--- src/rtl/punc_fetch_pkg.sv ---
// Shared types and defaults for the PUnC instruction-fetch stage.
package punc_fetch_pkg;

  // Fetch FSM encoding; values are visible on the debug state port.
  typedef enum logic [2:0] {
    ST_IDLE  = 3'd0,
    ST_WAIT  = 3'd1,
    ST_VALID = 3'd2,
    ST_DRAIN = 3'd3,
    ST_ERR   = 3'd4
  } fetch_state_e;

  localparam logic [15:0] DEF_RESET_PC = 16'h0000;
  localparam int          DEF_TIMEOUT  = 16;

  // Width of a counter that must reach TIMEOUT-1 (never narrower than 1 bit).
  function automatic int cnt_width(input int timeout);
    return (timeout <= 2) ? 1 : $clog2(timeout);
  endfunction

endpackage

--- src/rtl/punc_pc_reg.sv ---
// Program counter: clear beats load beats increment; hold freezes load/inc only.
module punc_pc_reg #(
  parameter int                ADDR_W   = 16,
  parameter logic [ADDR_W-1:0] RESET_PC = '0
) (
  input  logic              clk,
  input  logic              rst,
  input  logic              hold,
  input  logic              clr,
  input  logic              load,
  input  logic [ADDR_W-1:0] load_data,
  input  logic              inc,
  output logic [ADDR_W-1:0] pc
);

  logic [ADDR_W-1:0] pc_d, pc_q;

  // Next-PC selection; increment wraps naturally at 2^ADDR_W.
  always_comb begin
    pc_d = pc_q;
    if (clr)       pc_d = RESET_PC;
    else if (hold) pc_d = pc_q;
    else if (load) pc_d = load_data;
    else if (inc)  pc_d = pc_q + ADDR_W'(1);
  end

  // PC register.
  always_ff @(posedge clk) begin
    if (rst) pc_q <= RESET_PC;
    else     pc_q <= pc_d;
  end

  assign pc = pc_q;

endmodule

--- src/rtl/punc_fetch_unit.sv ---
// Instruction-fetch stage: owns PC and IR, runs one req/ack read per fetch.
// Handshake: mem_req is held high with a stable mem_addr until the first
// cycle where mem_ack=1; that cycle completes the read and mem_req drops on
// the next cycle, so each request consumes exactly one ack.
module punc_fetch_unit
  import punc_fetch_pkg::*;
#(
  parameter int                ADDR_W   = 16,
  parameter int                DATA_W   = 16,
  parameter logic [ADDR_W-1:0] RESET_PC = DEF_RESET_PC[ADDR_W-1:0],
  parameter int                TIMEOUT  = DEF_TIMEOUT
) (
  input  logic              clk,
  input  logic              rst,
  input  logic              fetch_req,
  input  logic              pc_clr,
  input  logic              pc_w_en,
  input  logic [ADDR_W-1:0] pc_w_data,
  input  logic              pc_inc,
  output logic              mem_req,
  output logic [ADDR_W-1:0] mem_addr,
  input  logic              mem_ack,
  input  logic [DATA_W-1:0] mem_rdata,
  output logic [ADDR_W-1:0] pc,
  output logic [DATA_W-1:0] ir,
  output logic              ir_valid,
  output logic              busy,
  output logic              fetch_err,
  output fetch_state_e      dbg_state
);

  localparam int CNT_W = cnt_width(TIMEOUT);
  localparam logic [CNT_W-1:0] CNT_LAST = CNT_W'(TIMEOUT - 1);

  fetch_state_e      state_d, state_q;
  logic [ADDR_W-1:0] addr_d, addr_q;
  logic [CNT_W-1:0]  cnt_d, cnt_q;
  logic [DATA_W-1:0] ir_d, ir_q;
  logic              ir_valid_d, ir_valid_q;
  logic              err_d, err_q;

  // A read is outstanding in WAIT and in DRAIN (aborted but still unacked).
  assign mem_req   = (state_q == ST_WAIT) || (state_q == ST_DRAIN);
  assign busy      = mem_req;
  assign mem_addr  = addr_q;
  assign ir        = ir_q;
  assign ir_valid  = ir_valid_q;
  assign fetch_err = err_q;
  assign dbg_state = state_q;

  punc_pc_reg #(
    .ADDR_W   (ADDR_W),
    .RESET_PC (RESET_PC)
  ) u_pc (
    .clk       (clk),
    .rst       (rst),
    .hold      (busy),
    .clr       (pc_clr),
    .load      (pc_w_en),
    .load_data (pc_w_data),
    .inc       (pc_inc),
    .pc        (pc)
  );

  // Next-state logic for the fetch FSM, IR, address latch and timeout counter.
  always_comb begin
    state_d    = state_q;
    addr_d     = addr_q;
    cnt_d      = cnt_q;
    ir_d       = ir_q;
    ir_valid_d = ir_valid_q;
    err_d      = err_q;
    case (state_q)
      ST_IDLE, ST_VALID: begin
        if (pc_clr) begin
          // Clear wins over a same-cycle fetch request.
          ir_valid_d = 1'b0;
          state_d    = ST_IDLE;
        end else if (fetch_req) begin
          addr_d     = pc;   // pre-update PC
          cnt_d      = '0;
          ir_valid_d = 1'b0;
          state_d    = ST_WAIT;
        end else if (pc_w_en || pc_inc) begin
          // IR no longer matches the PC once control moves it.
          ir_valid_d = 1'b0;
        end
      end
      ST_WAIT: begin
        if (mem_ack && pc_clr) begin
          // Read finished but the PC was cleared: discard the word.
          state_d = ST_IDLE;
        end else if (mem_ack) begin
          ir_d       = mem_rdata;
          ir_valid_d = 1'b1;
          state_d    = ST_VALID;
        end else if (cnt_q == CNT_LAST) begin
          err_d   = 1'b1;
          state_d = ST_ERR;
        end else begin
          cnt_d = cnt_q + CNT_W'(1);
          if (pc_clr) state_d = ST_DRAIN;
        end
      end
      ST_DRAIN: begin
        if (mem_ack) begin
          ir_valid_d = 1'b0;
          state_d    = ST_IDLE;
        end else if (cnt_q == CNT_LAST) begin
          err_d   = 1'b1;
          state_d = ST_ERR;
        end else begin
          cnt_d = cnt_q + CNT_W'(1);
        end
      end
      ST_ERR:  state_d = ST_ERR;
      default: state_d = ST_IDLE;
    endcase
  end

  // State registers.
  always_ff @(posedge clk) begin
    if (rst) begin
      state_q    <= ST_IDLE;
      addr_q     <= '0;
      cnt_q      <= '0;
      ir_q       <= '0;
      ir_valid_q <= 1'b0;
      err_q      <= 1'b0;
    end else begin
      state_q    <= state_d;
      addr_q     <= addr_d;
      cnt_q      <= cnt_d;
      ir_q       <= ir_d;
      ir_valid_q <= ir_valid_d;
      err_q      <= err_d;
    end
  end

endmodule

--- config.mk ---
export PLATFORM = sky130hd
export DESIGN_NAME = punc_fetch_unit
export DESIGN_NICKNAME = d
export VERILOG_FILES = /design/src/rtl/punc_fetch_pkg.sv /design/src/rtl/punc_pc_reg.sv /design/src/rtl/punc_fetch_unit.sv
export SDC_FILE = /design/constraint.sdc
export NUM_CORES = 1
export LEC_CHECK = 0
export ABC_AREA = 1
export ABC_CLOCK_PERIOD_IN_PS = 1550
export CAP_MARGIN = 10
export CORE_ASPECT_RATIO = 0.9
export CORE_MARGIN = 1.5
export CORE_UTILIZATION = 45
export DETAILED_ROUTE_END_ITERATION = 8
export GPL_TIMING_DRIVEN = 0
export PLACE_DENSITY_LB_ADDON = 0.05
export SLEW_MARGIN = 20
export SYNTH_ARGS = -nofsm -noshare
export SYNTH_HDL_FRONTEND = slang
export SYNTH_SLANG_ARGS = --single-unit
--- constraint.sdc ---
create_clock -name clk -period 1.55 [get_ports clk]
set_input_delay 0.465 -clock clk [delete_from_list [all_inputs] [get_ports clk]]
set_output_delay 0.465 -clock clk [all_outputs]
set_load 0.02 [all_outputs]
**Yosys cells after proc, flatten, opt, wreduce, memory -nomap -nowiden**

Cells that the tools add are included.
Widths: inputs -> output; s select.

- Add/subtract/negate cells: 2
- Equal/unequal tests: 14
- Mux-type cells: 28
- Bitwise logic cells: 3
- Reductions and logical operators: 16

Operators by type and width:

| cell | number |
|---|---|
| $mux 16 | 2 |
| $mux 3 | 8 |
| $mux 4 | 5 |
| $add 16x1->16 const B | 1 |
| $pmux 3 s4 | 1 |
| $pmux 4 s3 | 1 |
| $ne 2x2->1 const B | 5 |
| $mux 1 | 9 |
| $reduce_and 3->1 | 3 |
| $eq 3x2->1 const B | 2 |
| $ne 5x3->1 const B | 1 |
| $reduce_and 5->1 | 1 |
| $add 4x1->4 const B | 1 |
| $eq 4x4->1 const B | 1 |
| $ne 4x4->1 const B | 1 |
| $reduce_and 2->1 | 2 |
| $reduce_and 4->1 | 1 |
| $reduce_bool 2->1 | 2 |
| $reduce_or 2->1 | 2 |
| $eq 3x1->1 const B | 1 |
| $eq 3x3->1 const B | 1 |
| $logic_not 3->1 | 1 |
| $ne 3x2->1 const B | 1 |
| $ne 3x3->1 const B | 1 |
| other kinds (6) | 9 |

- Bits in registers: 57
- Input bits: 39
- Output and inout bits: 55

**Longest topological paths before layout**

Gate-level depths: netlist (run 1).

- Word-level depth: 5
- Depth in mapped cells: 9

**Hierarchy**

A second synthesis (run 1) with hierarchy kept.

- Cell total of the unflattened synthesis: 414
- Area total of the unflattened synthesis: 2758.9 um^2

By module, submodules not included:

| module | times used | cells each | area each (um^2) | sequential area each (um^2) |
|---|---|---|---|---|
| punc_fetch_unit | 1 | 220 | 1651.6 | 820.8 |
| punc_pc_reg | 1 | 194 | 1107.3 | 320.3 |

**Least setup slack after synthesis (run 1)**

Ideal clock, no wire load.

- Path kind: register to output
- Start point: reg state_q[0], in the netlist dbg_state[0]
- End point: out mem_req
- Arrival: 1.003 ns
- Data required time: 1.085 ns
- Setup slack: 0.082 ns
- Cell stages (with the launch flop): 4
- Path buffers: 1
- Cell sequence: dfxtp_1 -> inv_2 -> nor2_8 -> buf_4

- Longest elaborated chain between the ends: 2

Ends and longest elaborated chain:

| item | line | RTL |
|---|---|---|
| from (decl) | punc_fetch_unit.sv:35 | `fetch_state_e state_d, state_q;` |
| from (signal assigned) | punc_fetch_unit.sv:131 | `state_q <= state_d;` |
| $eq 3x1->1 / $eq 3x2->1 (equally long branches) | punc_fetch_unit.sv:43 | `assign mem_req = (state_q == ST_WAIT) \|\| (state_q == ST_DRAIN);` |
| $logic_or 1x1->1 (*) | punc_fetch_unit.sv:43 |  |
| to (decl) | punc_fetch_unit.sv:20 | `output logic mem_req,` |

Every way passes the cells marked *; elsewhere a longest branch is shown, timed or not.

**Worst setup path in the final report (run 1)**

- Start point: reg state_q[0], in the netlist dbg_state[0]
- End point: out dbg_state[0]

RTL lines:

| item | line | RTL |
|---|---|---|
| to (decl) | punc_fetch_unit.sv:29 | `output fetch_state_e dbg_state` |

No word-level cell between the ends.

==> results of run 1 <==
==> cell families (layout without fill, tap and decap cells) <==
kind of cell | after synthesis | after routing | synth area share, %
xor+xnor | 3 | 3 | 0.961
compound gates | 82 | 82 | 16.0
fa+ha+maj | 2 | 2 | 0.915
buf+inv | 46 | 164 | 7.51
flops | 57 | 57 | 41.7
simple gates | 206 | 206 | 32.9
==> through the flow <==
step | instances | hold WS, ns | worst slack, ns | instance area [um2] | TNS (ns)
final | 584 | 0.457 | 0.0359 | 4070 | 0
after global routing | 584 | 0.484 | -0.00318 | 4070 | -0.00318
after CTS | 577 | 0.459 | -0.0191 | 3970 | -0.0191
after detailed placement | 559 | 0.452 | -0.590 | 3750 | -20.52
after global placement | 559 | 0.451 | -0.572 | 3750 | -19.57
after floorplan | 396 | 0.469 | 0.0824 | 2730 | 0
==> registers in the layout, summed over array words and instances (netlist names) <==
register,cells
u_pc.pc,16
ir_valid,1
cnt_q,4
ir,16
mem_addr,16
fetch_err,1
dbg_state,3
==> cell usage in the layout, fill, tap and decap left out, types with 4 or more instances in the layout <==
master           count
clkdlybuf4s50_1     33
buf_6                5
dfxtp_2             14
dfxtp_1             39
dlygate4sd2_1       35
inv_2                5
buf_2                4
dlymetal6s2s_1       4
a21oi_1             38
clkinvlp_4           4
nand4_1              4
clkbuf_8            10
buf_4               13
clkdlybuf4s15_2     16
inv_1               22
o21ai_0             22
nor2_2               5
nand3_1             34
dfxtp_4              4
clkbuf_2             4
nand2_1             84
o21ai_1             15
nor2_1              68
==> metal layers <==
metal  routed length, um  track usage, %
met4                  94            8.03
met3                 667            6.24
met2                3620            38.7
met1                3620            32.9
met5                   0               0
==> worst register-to-register path, stage by stage (launching register included) <==
cell and delay [ns]:
dfxtp_4 0.37, inv_4 0.08, nor2_8 0.04, buf_4 0.16
nor2_4 0.22, inv_2 0.10, buf_6 0.16, nor2_2 0.08
nand2_1 0.06, a21oi_2 0.10
==> power groups by stage <==
stage / logic [mW] / clock network (mW) / registers (mW)
2_1_floorplan: 0.254 / 0 / 1.63
3_3_place_gp: 0.542 / 0 / 1.59
3_5_place_dp: 0.548 / 0 / 1.59
4_1_cts: 0.550 / 1.24 / 1.56
5_1_grt: 0.624 / 1.30 / 1.57
6_report: 0.572 / 1.22 / 1.56
==> what timing repair did <==
item,4_1_cts,5_1_grt
hold endpoints to repair,0,0
setup buffers,4,8
hold buffers,0,0
cloned,0,0
endpoints found under the setup margin,81,40
pin swaps,3,8
gates resized for setup,122,23
==> final timing paths <==
path / endpoint / slack (ns) / depth (start not counted)
max: dbg_state[0] / 0.04 / 1
min reg2reg: ir_valid / 0.46 / 2
min: ir_valid / 0.46 / 2
max reg2reg: u_pc.pc[13] / 0.10 / 9
==> area by class of cell <==
class | count | area, um2
fillers | 536 | 1690
multi-input cells | 293 | 1410
flip-flops and latches | 57 | 1170
repair buffers | 105 | 1010
clock buffers | 10 | 138
inverters | 30 | 120
plain buffers | 14 | 95.1
well taps | 70 | 87.6
clock inverters | 5 | 32.5
==> results.md, run 1 <==
- Clock-pin slew was measured on the worst setup and hold paths at 0.07 ns.
- Across the run, the number of max-cap violations was 0.
- Measured against its own limit, the worst slew margin works out to 68.3%.
- Data on the critical path is required at its endpoint by 1.08 ns.
- Internal power comes to 2.38 mW.
- The origin of the worst setup path is dbg_state[0].
- The count of nets left with antenna violations after detail routing is 0.
- Wires add up to 8010 um.
- The number of clock sinks is between 50 and 60.
- Buffers placed on the I/O ports in this run total slightly above 90.
- The startpoint identified for the worst register-to-register timing path is dbg_state[0].
- TritonCTS built the clock tree.
- Of the post-synthesis cell area, the dominant cell type holds 41.7%.
- The count of pins on the block boundary is 94.
- The maximum buffer depth of the clock tree is 2.
- At the pin with the least slew margin, the transition time is 0.476 ns.
- The total nets after synthesis is 437.
- The initial antenna violation count came to 0.
- The most numerous cell in the Yosys netlist is nand2_1.
- The number of levels the H-tree was split into is 3.
- The detailed-route DRC error count is 6.
- The number of buffers and inverters on the critical path is 1.
- The root buffer cell is clkbuf_8.
- The post-synthesis sequential area ratio is 41.7%.
- The run finished, with violations left.
- At the later pin of the worst-skew pair, clock insertion delay measures 0.34 ns.
- The number of diodes added for antenna fixing is 0.
- The floorplan die height is slightly below 80 um.
- The global-route wire length before repair is 12,700 um.
- The final reports fail on design-rule violations.
- The number of enable-type register cells in the synthesized netlist is 0.
- The horizontal die dimension is 85.2 um.
- The combined area of all synthesized cells is 2730 um2.
- The final-report max-slew violation count was 0.
- After synthesis the netlist holds a flip-flop and latch count of 57.
- In the synthesized netlist the async set-or-reset flop fraction comes to 0%.
- Along the worst path, the maximum fanout reaches 6.
- In this run, the number of DRC markers left after iteration 0 of detailed routing was 213.
- Power spread over the standard cell area amounts to between 800 and 900 nW/um2.
- The net switching power is approximately 0.97 mW.
- The source of the worst hold timing path is ir_valid.
- The core outline area is 5760 um2.
- The endpoint arrival time on the critical path is around 1.1 ns.
- The vias after detailed routing is 2,976.
- The detailed-router iteration count before antenna repair is 7.
- The total die area is 6550 um2.
- Net switching is 28.9% of the power.
- The worst setup path is captured at a primary output.
- The clock power share is 36.3%.
- The number of buffers created by CTS is 9.
- The post-route netlist has roughly 20% of its cells at a drive strength greater than 1.
- Sorting the synthesized cells by area gives the leading types as dfxtp_1, nand2_1, nor2_1.
- The initial utilization of the core area, before any placement, comes to between 40% and 50%.
- The share of total power in combinational logic is 17.1%.
- The slowest cell on the critical path is dfxtp_4.
- After synthesis, the most frequently instantiated cells are nand2_1, nor2_1, dfxtp_1, a21oi_1, nand3_1.
- The worst-case vdd ir drop is 538 uV.
- The power share of the sequential group is 46.7%.
- The final number of setup-violating endpoints is 0.
- The achievable clock frequency is between 600 and 700 MHz.
- The total congestion overflow is 0.
- The HPWL after detailed placement is approximately 5600 um.
- The leakage power summed over all cells is 1.73 nW.
- The number of failing hold endpoints at the final stage was 0.
- During synthesis, Yosys emitted a total of 0 warnings.
- The largest delay contributor family on the critical path is flip-flops.
- The total power of the final layout is 3.35 mW.
- The classification of the worst-slack hold path is reg -> reg.
- The final weighted congestion in routability-driven placement is 0.941.
- Dividing the detail-routed wire length by the instance count gives 13.7 um.
- The number of different library cells used by synthesis comes to 32.
- The library cell occupying the most area in the post-synthesis netlist is dfxtp_1.
- Cells fill between 70% and 80% of the core in the end.
- Traced cell by cell, the critical path runs through clkdlybuf4s15_1.
- The number of nets in the final layout is around 550.
- The number of cells produced by synthesis is 396.
- For this run, the leading register cell type out of synthesis is dfxtp_1.
- The final worst-path cycle share is 97.7%.
- The worst setup path is launched from a flip-flop.
- The mean area per synthesized cell is 6.90 um2.
- Global routing used between 20% and 30% of the available tracks.
- In this design, the stage delay of the slowest critical-path cell is 0.39 ns.
- The floorplan has 26 rows.
- The via count of the first global-routing pass was 2,645.
- Entering global routing, the biggest net connects 20 pins.
- Dividing the detail-routed via count by the number of cells gives 5.10.
- The worst path needs 1.51 ns of the cycle, external delays included.
- The area growth from synthesis to layout is 48.7%.
- The critical path in this run is classified as reg -> out.
- The clock tree skew after final layout is 0.00900 ns.
Power figures use the tool's default switching activity.
==> run 2: changes to the inputs <==
Settings changed: CORE_UTILIZATION 45 to 50, DONT_BUFFER_PORTS from default to 1.
==> run 2 against run 1 <==
Effect of this change:
- the run ends with negative setup slack left
- utilization shrank 12 points
- clock-buffer cell count is 1 higher
- die area shrank 9.6%
- via count shrank 14%
- first-iteration DRC count is 39% lower
- worst hold slack worse by 0.27 ns
- register-to-register slack is essentially flat
- maximum frequency shrank 8.8%
- combinational power down 44%
- critical path type unchanged
- largest cell class unchanged
==> results.md, run 2 (same netlist as run 1, synthesis figures left out) <==
- The delay contributed by the slowest stage of the critical path is 0.43 ns (+0.04 ns).
- The number of nets in the final layout is 448 (-19%).
- The required time of the critical path came to 1.08 ns (about the same).
- The worst-case setup margin in the final layout is -0.110 ns (-0.146 ns).
- The number of cell instances on the worst register-to-register path came to 7 (-2).
- The endpoint identified for the worst register-to-register timing path is u_pc.pc[15].
- The final routed wirelength across all metal layers is 6970 um (-13%).
- The via count of the first global-routing pass is 2,252 (-15%).
- The global-route wire length before repair came to 11,000 um (-13%).
- The number of buffers and inverters on the critical path is 2 (+1).
- The worst-case vdd ir drop came to 735 uV (+37%).
- In the layout the commonest cells are nand2_1, nor2_1, dfxtp_1, a21oi_1, nand3_1.
- The count of pins on the block boundary was 94 (unchanged).
- The run finished, with violations left.
- The maximum buffer depth of the clock tree is 2 (unchanged).
- The relative slew slack was 62.1% (-6.1 points).
- The largest net degree at the start of global routing was 11 (-45%).
- The endpoint arrival time on the critical path was 1.19 ns (+0.14 ns).
- The root buffer cell is clkbuf_8.
- By startpoint and endpoint, the worst setup path is classified as reg -> out.
- The clock tree from TritonCTS is yes.
- The power per cell area is 1110 nW/um2 (+35%).
- The final weighted congestion in routability-driven placement came to 0.839 (-11%).
- The clock tree skew after final layout is 0.0104 ns (+0.00139 ns).
- The clock-pin slew on the worst setup and hold paths is 0.07 ns (about the same).
- The number of cells on the critical path is 3 (+2).
- The number of failing hold endpoints at the final stage is 0 (unchanged).
- The floorplan die height came to 73.2 um (-4.9%).
- The detailed-route DRC error count is 0 (-6).
- The number of fill cells was 515 (-3.9%).
- The effective utilization at floorplan is 52.0% (+4.5 points).
- The initial antenna violation count came to 0 (unchanged).
- The number of clock sinks is 57 (unchanged).
- The slowest cell on the critical path is dfxtp_4.
- The beginning of the worst register-to-register path is u_pc.pc[4].
- The final-report max-slew violation count is 0 (unchanged).
- The type of element launching the critical path is a flip-flop.
- The area growth from synthesis to layout is 13.3%.
- The average detailed-routed wire length per instance was 14.6 um (+6.2%).
- The number of buffers created by CTS came to 9 (unchanged).
- The share of post-route cells with drive strength above 1 is 15.3% (-4.6 points).
- The largest fanout on the critical path is 7 (+1).
- The horizontal die dimension is 80.9 um (-4.9%).
- The total congestion overflow is 0 (unchanged).
- Walking the worst path, the cells encountered are inv_4 > nor2_8 > buf_6.
- The shortest clock period the worst path allows after layout was 1.66 ns (+0.146 ns).
- The total power of the final layout came to 3.45 mW (+2.9%).
- The total global-route track usage came to 24.5% (-0.14 points).
- The total non-filler cell area in the finished layout came to 3100 um2 (-24%).
- The library cell used most frequently in the layout, excluding fill and tap cells, is nand2_1.
- The number of levels the H-tree was split into is 3 (unchanged).
- The clock latency on the worst-skew pair is 0.34 ns (about the same).
- The total die area is 5920 um2 (-9.6%).
- Setup repair after global routing could not meet its margin everywhere.
- The total half-perimeter wirelength after legalization and detailed placement was 5070 um (-9.3%).
- The tightest hold margin is 0.191 ns (-0.266 ns).
- The actual slew at the worst max-slew pin is 0.568 ns (+0.0922 ns).
- The count of buffers inserted at the top-level ports is 0 (-100%).
- The final number of setup-violating endpoints is 1 (+1).
- The count of nets left with antenna violations after detail routing is 0 (unchanged).
- The origin of the worst setup path is dbg_state[0].
- The leakage power summed over all cells came to 1.13 nW (-35%).
- The classification of the worst-slack hold path is in -> reg.
- The number of instances on the worst hold path is 1 (-1).
- The number of max-cap violations is 0 (unchanged).
- The post-placement cell area came to 2820 um2 (-25%).
- The number of placement rows is 25 (-3.8%).
- The worst setup path is captured at a primary output.
- The final worst-path cycle share was 107% (+9.4 points).
- The detailed-router iteration count before antenna repair is 4 (-3).
- The worst setup slack for register-to-register paths is 0.10 ns (about the same).
- The via density per instance came to 5.33 (+4.6%).
- The timing endpoint of the critical path is mem_req.
- The largest delay contributor family on the critical path is flip-flops.
- The core outline area came to 5260 um2 (-8.7%).
- The vias after detailed routing is 2,553 (-14%).
- The achievable clock frequency is 603 MHz (-8.8%).
- The checks that failed: negative setup slack.
- The number of diodes added for antenna fixing was 0 (unchanged).
- The total negative slack for setup checks is -0.110 ns (-0.110 ns).
- The count of routing violations after the opening detailed-route iteration is 130 (-39%).
==> run 2: cell types whose count changed in the layout (fill, tap and decap cells not counted), sizes merged, moves of 4 or more <==
cell,before,now
clkdlybuf4s50,33,0
dlymetal6s2s,4,0
dlygate4sd2,35,0
clkdlybuf4s15,18,0
buf,23,10
==> run 2: layer usage <==
metal  vias up  global-route usage, %  part of all wire, %
li1       1317                      -                    -
met1      1132                   35.7                   48
met2        97                   32.1                   40
met3         7                   10.3                   11
met4         0                   7.47                  1.0
met5         -                      0                    0
==> run 2: worst register-to-register path, stage by stage (launching register included) <==
cell and delay, ns:
dfxtp_2 0.44, nand2_1 0.18, nor2_1 0.24, nand2_1 0.11
o21ai_1 0.14, nand3_1 0.09, nand2_1 0.08, a21oi_1 0.05
==> run 2: final cells by class <==
class                      instances  area [um2]  share of cell area [%]
multi-input combinational        293        1420                    45.8
sequential                        57        1170                    37.8
clock buffer                      11         131                    4.24
inverter                          30         116                    3.76
buffer                            16        95.1                    3.07
tap                               67        83.8                    2.71
clock inverter                     5        80.1                    2.58
==> run 2: metrics by stage <==
step                      std cells  utilization [%]  setup WS, ns
after CTS                       479             58.0        -0.152
after global placement          463             53.6        -0.150
after global routing            479             59.0        -0.167
after detailed placement        463             53.6        -0.143
after floorplan                 396                -        0.0824
final                           479             59.0        -0.110
==> run 2: worst min path at each step <==
| stage | slack [ns] | endpoint | from |
|---|---|---|---|
| final | 0.19 | cnt_q[2] | rst |
| after global routing | 0.17 | cnt_q[2] | rst |
| after CTS | 0.18 | cnt_q[2] | rst |
| after detailed placement | 0.49 | cnt_q[0] | cnt_q[0] |
| after global placement | 0.48 | cnt_q[0] | cnt_q[0] |
| after floorplan | 0.47 | cnt_q[0] | cnt_q[0] |
==> run 2: where the power goes <==
group          internal [mW]  total (mW)  switching [mW]
combinational          0.109       0.319           0.210
clock                  0.903        1.51           0.605
sequential              1.51        1.62           0.110
total                   2.52        3.45           0.926
==> run 2: timing repair <==
item | in CTS | in global routing
setup endpoints to repair | 26 | 15
hold buffers | 0 | 0
pin swaps | 1 | 1
buffers inserted | 0 | 0
resized for setup | 10 | 20
==> run 3: changes to the inputs <==
Settings changed: GPL_ROUTABILITY_DRIVEN from default to 0.
==> results of run 3 <==
No change in the layout: final DEF, timing and power equal those of run 2.
